[config.mk]
export PLATFORM = sky130hd
export DESIGN_NAME = array_rw_client
export DESIGN_NICKNAME = d
export VERILOG_FILES = /design/src/rtl/array_rw_pkg.sv /design/src/rtl/array_resp_fifo.sv /design/src/rtl/array_rw_client.sv
export SDC_FILE = /design/constraint.sdc
export NUM_CORES = 1
export LEC_CHECK = 0
export CORE_AREA = 4 4 224 226
export DETAILED_ROUTE_END_ITERATION = 6
export DIE_AREA = 0 0 228 230
export MAX_ROUTING_LAYER = met4
export SYNTH_ARGS = -nofsm -noshare
export SYNTH_HDL_FRONTEND = slang
export SYNTH_SLANG_ARGS = --single-unit
[constraint.sdc]
create_clock -name clock -period 7.34 [get_ports clock]
set_input_delay 1.468 -clock clock [delete_from_list [all_inputs] [get_ports clock]]
set_output_delay 1.468 -clock clock [all_outputs]
set_load 0.01 [all_outputs]
[src/rtl/array_rw_pkg.sv]
// Shared defaults and sizing helpers for the RW0 array client and its response FIFO.
package array_rw_pkg;

  localparam int unsigned DEF_ADDR_W     = 12;
  localparam int unsigned DEF_DATA_W     = 137;
  localparam int unsigned DEF_RESP_DEPTH = 2;
  localparam int unsigned CNT_W          = $clog2(DEF_RESP_DEPTH + 1);

  // Width of an occupancy counter able to hold 0..depth inclusive.
  function automatic int unsigned cnt_width(input int unsigned depth);
    return $clog2(depth + 1);
  endfunction

endpackage

[src/rtl/array_resp_fifo.sv]
// Small circular response FIFO; head entry is read straight out of the storage flops.
module array_resp_fifo
  import array_rw_pkg::*;
#(
  parameter int unsigned DATA_W     = DEF_DATA_W,
  parameter int unsigned RESP_DEPTH = DEF_RESP_DEPTH,
  localparam int unsigned CW        = cnt_width(RESP_DEPTH)
) (
  input  logic              clock,
  input  logic              reset_n,
  input  logic              push,
  input  logic [DATA_W-1:0] push_data,
  input  logic              pop,
  output logic              valid,
  output logic [DATA_W-1:0] data,
  output logic [CW-1:0]     count
);

  localparam int unsigned PTR_W = (RESP_DEPTH > 1) ? $clog2(RESP_DEPTH) : 1;

  logic [DATA_W-1:0] mem [RESP_DEPTH];
  logic [PTR_W-1:0]  wr_ptr;
  logic [PTR_W-1:0]  rd_ptr;
  logic              do_pop;

  function automatic logic [PTR_W-1:0] ptr_inc(input logic [PTR_W-1:0] p);
    return (p == PTR_W'(RESP_DEPTH - 1)) ? '0 : p + PTR_W'(1);
  endfunction

  // A pop against an empty FIFO is dropped.
  assign do_pop = pop && (count != '0);

  always_ff @(posedge clock or negedge reset_n) begin
    if (!reset_n) begin
      wr_ptr <= '0;
      rd_ptr <= '0;
      count  <= '0;
    end else begin
      if (push)   wr_ptr <= ptr_inc(wr_ptr);
      if (do_pop) rd_ptr <= ptr_inc(rd_ptr);
      if (push && !do_pop)      count <= count + CW'(1);
      else if (!push && do_pop) count <= count - CW'(1);
    end
  end

  // Payload storage carries no reset; validity comes from count.
  always_ff @(posedge clock) begin
    if (push) mem[wr_ptr] <= push_data;
  end

  assign valid = (count != '0);
  assign data  = mem[rd_ptr];

  a_no_overflow: assert property (@(posedge clock) disable iff (!reset_n)
    (push && count == CW'(RESP_DEPTH)) |-> do_pop);

endmodule

[src/rtl/array_rw_client.sv]
// Request/response adapter for the single-port RW0 port of a 4096x137 SRAM macro
// with 1-cycle registered read; read credits bound outstanding reads to FIFO depth.
module array_rw_client
  import array_rw_pkg::*;
#(
  parameter int unsigned ADDR_W     = DEF_ADDR_W,
  parameter int unsigned DATA_W     = DEF_DATA_W,
  parameter int unsigned RESP_DEPTH = DEF_RESP_DEPTH
) (
  input  logic              clock,
  input  logic              reset_n,
  input  logic              req_valid,
  output logic              req_ready,
  input  logic              req_write,
  input  logic [ADDR_W-1:0] req_addr,
  input  logic [DATA_W-1:0] req_wdata,
  output logic              resp_valid,
  input  logic              resp_ready,
  output logic [DATA_W-1:0] resp_data,
  output logic [ADDR_W-1:0] RW0_addr,
  output logic              RW0_en,
  output logic              RW0_wmode,
  output logic [DATA_W-1:0] RW0_wdata,
  input  logic [DATA_W-1:0] RW0_rdata,
  output logic              rd_inflight
);

  localparam int unsigned CW  = cnt_width(RESP_DEPTH);
  localparam int unsigned CW1 = CW + 1;

  logic [CW-1:0]  count;
  logic [CW1-1:0] committed;
  logic           pop;
  logic           rd_credit;
  logic           rd_fire;

  // Slots already spoken for once this cycle's pop retires; pop implies count >= 1.
  assign pop       = resp_valid && resp_ready;
  assign committed = CW1'(count) + CW1'(rd_inflight) - CW1'(pop);
  assign rd_credit = committed < CW1'(RESP_DEPTH);

  assign req_ready = reset_n && (req_write || rd_credit);
  assign rd_fire   = RW0_en && !req_write;

  assign RW0_en    = req_valid && req_ready;
  assign RW0_wmode = req_write;
  assign RW0_addr  = req_addr;
  assign RW0_wdata = req_wdata;

  // Marks the cycle in which the macro presents data for last cycle's read.
  always_ff @(posedge clock or negedge reset_n) begin
    if (!reset_n) rd_inflight <= 1'b0;
    else          rd_inflight <= rd_fire;
  end

  array_resp_fifo #(
    .DATA_W     (DATA_W),
    .RESP_DEPTH (RESP_DEPTH)
  ) u_resp_fifo (
    .clock     (clock),
    .reset_n   (reset_n),
    .push      (rd_inflight),
    .push_data (RW0_rdata),
    .pop       (resp_ready),
    .valid     (resp_valid),
    .data      (resp_data),
    .count     (count)
  );

  a_inflight_origin: assert property (@(posedge clock) disable iff (!reset_n)
    rd_inflight |-> $past(rd_fire));

  a_resp_stable: assert property (@(posedge clock) disable iff (!reset_n)
    (resp_valid && !resp_ready) |=> $stable(resp_data));

endmodule

==> run metrics <==
status=completed; first-pass GRT wire length=approximately 41 mm; IO buf count=283; combinational share of power=roughly 28%; clk buf depth=3; Arrival @ worst endpoint=about 3.8 ns; met3 Use GR=just over 5%; Place WS=roughly 2.1 ns; busiest layer in global routing=met2; Clk pin slew, worst setup/hold paths=approximately 0.06 ns; Clock Sinks=279; Num CTS Buffers=29; most common cell after layout, fill and taps aside=clkdlybuf4s50_1; Worst slew margin=between 30% and 40%; TritonCTS clock tree=yes; crit path max fanout=3; peak supply drop=295 uV; share of cells above drive strength 1=about a quarter; syn_nets=around 900; Gate Count Post-Synth=a little over 600; fin nets=1053; HP Class=reg -> reg; met2 Use GR=19.2%; Ports=~580; PD cells=~320 nW/um^2; setup TNS=0 ns; initial DRC count=186; P_leak=~4.8 nW; skew final=0.0280 ns; met1 Usage GRT=about a tenth; Req. time, crit path=5.87 ns; sequential power share=a little over two fifths; Worst Slack Setup Final=approximately 2.1 ns; dominant cell type by area after synthesis=edfxtp_1; Post-DRT Antenna Nets=0; simple-gate share of the synthesized area=less than 1%; post-CTS sizing=0; Routability Congestion=between 0.7 and 0.8; Netlist cell types=19; ranking of synthesized cells by area=edfxtp_1 72%, mux2_2 14%, buf_4 9.9%; YS warnings=0; Core Region=a little under 50000 um^2; Int Pwr=approximately 3.5 mW; post-CTS setup buffer count=0; mux cell area share after synthesis=~14%; slew at the pin closest to its max-slew limit=a little under 1 ns; maximum achievable frequency=around 190 MHz; DR vias=5509; die area=52400 um^2; grt ovf=0; highest-count cells in the layout ignoring fill and taps=283 x clkdlybuf4s50_1, 274 x edfxtp_1, 137 x mux2_2; Post-Synth Adder-Cell Area=less than 1%; RSZ-0062 raised after global routing=no; root buf cell=clkbuf_16; router iterations before antenna repair=4; dpl hpwl=roughly 21 mm; Synth Register Bits=~280; clock power share=between 30% and 40%; largest family of logic cells by synthesized area=multiplexers; Net Sw Power=approximately 1.2 mW; CTS H-tree depth=1; Starting Density=approximately a quarter; max cap viols=0; post-synthesis sequential area ratio=73.5%; num rows=81; critical path class=in -> out; clk_lat worst skew=0.56 ns; Critical Path End Type=primary output; Synth Area in XOR/XNOR=less than 1%; wire per inst=between 20 and 25 um; total power=about 4.7 mW; initial antenna violation count=3; Synth top area share=roughly 72%; Finished Layout Cells=1407; Final Hold Vio Count=0; Avg Cell Area, Syn=between 15 and 20 um^2; area grow syn2layout=29.5%; GRT Util Overall=roughly 11%; DRC viols=0; complex-gate fraction of the synthesized area=0.154%; final critical-path required period=5.22 ns; pin count of the biggest net entering global routing=75; final setup fails=0; Max Slew Vio Count=0; Synth Cell Area=approximately 11000 um^2; fin crit share=a little under three quarters; Total Wirelength=between 20 and 30 mm; Placed Instances=about 1400; critical path launch point type=input port; Vias/cell=3.92; Die W=228 um; vias in the first global route=between 6000 and 7000; Die H=around 230 um; sw frac=about 26%; Hold Buf Count CTS=0
## Yosys cell counts
library cell / n
or2_2: 1
fa_1: 1
ha_1: 2
xor2_1: 2
o21ba_2: 1
o21a_1: 1
inv_1: 4
buf_4: 150
buf_2: 1
dfrtp_1: 5
nor2_1: 2
nand2_1: 2
mux2_2: 137
buf_6: 14
nor2b_1: 2
nor4_1: 1
edfxtp_1: 274
xnor2_1: 4
and2_1: 1
## registers in the layout, indices dropped and copies added (netlist names)
name,count
u_resp_fifo.mem,274
u_resp_fifo.wr_ptr,1
u_resp_fifo.rd_ptr,1
rd_inflight,1
u_resp_fifo.count,2
## power groups by stage
stage	Sequential [mW]	Combinational (mW)	Clock, mW
floorplan	1.94	0.832	0
global placement	2.00	1.33	0
detailed placement	2.01	1.33	0
CTS	1.98	1.34	1.51
global route	1.99	1.38	1.58
finish	1.97	1.30	1.46
## routing by layer
metal	wire, um	up-vias
met5	0	-
met4	1360	0
met3	3150	111
met2	15400	289
met1	9410	2685
li1	-	2424
## logic make-up after synthesis
group	count (synthesis)
AO/OA/AOI/OAI	2
XOR/XNOR	6
adder cells (fa/ha/maj)	3
buffers and inverters	169
flip-flops	279
multiplexers	137
AND/OR/NAND/NOR	9
## final cells by class
class,count,area (um^2)
clock inverters,20,209
repair buffers,288,2880
clock buffers,34,744
fillers,4717,33600
multi-input cells,157,1710
flip-flops and latches,279,8360
diodes,3,7.51
well taps,622,778
inverters,4,15.0
## worst max-delay path, stage by stage
cell and delay, ns:
clkdlybuf4s50_1 0.45, nand2_1 0.10, inv_1 0.08, ha_1 0.22, nor2b_1 0.14, fa_1 0.45
nor2_1 0.16, o21ba_2 0.15, clkdlybuf4s50_1 0.53
## final timing paths
| kind | start | to | slack, ns | cells after the start |
|---|---|---|---|---|
| worst max-delay path | resp_ready | RW0_en | 2.12 | 9 |
| worst min-delay path | u_resp_fifo.count[0]$_DFFE_PN0P_ | u_resp_fifo.count[0]$_DFFE_PN0P_ | 0.54 | 1 |
| worst max register to register | rd_inflight$_DFF_PN0_ | u_resp_fifo.mem[1][79]$_DFFE_PP_ | 4.47 | 3 |
| worst min register to register | u_resp_fifo.count[0]$_DFFE_PN0P_ | u_resp_fifo.count[0]$_DFFE_PN0P_ | 0.54 | 1 |
| max in group asynchronous | reset_n | u_resp_fifo.rd_ptr$_DFFE_PN0P_ | 5.95 | 1 |
| min in group asynchronous | reset_n | u_resp_fifo.count[1]$_DFFE_PN0P_ | 1.15 | 1 |
## stage by stage
stage / hold slack, ns / utilization [%] / instance area [um^2]
after CTS: 0.548 / 30.4 / 14700
final: 0.538 / 30.4 / 14700
after global placement: 0.524 / 28.4 / 13700
after detailed placement: 0.534 / 28.4 / 13700
after global routing: 0.580 / 30.4 / 14700
after floorplan: 0.453 / - / 11400
(Power assumes the default switching activity.)
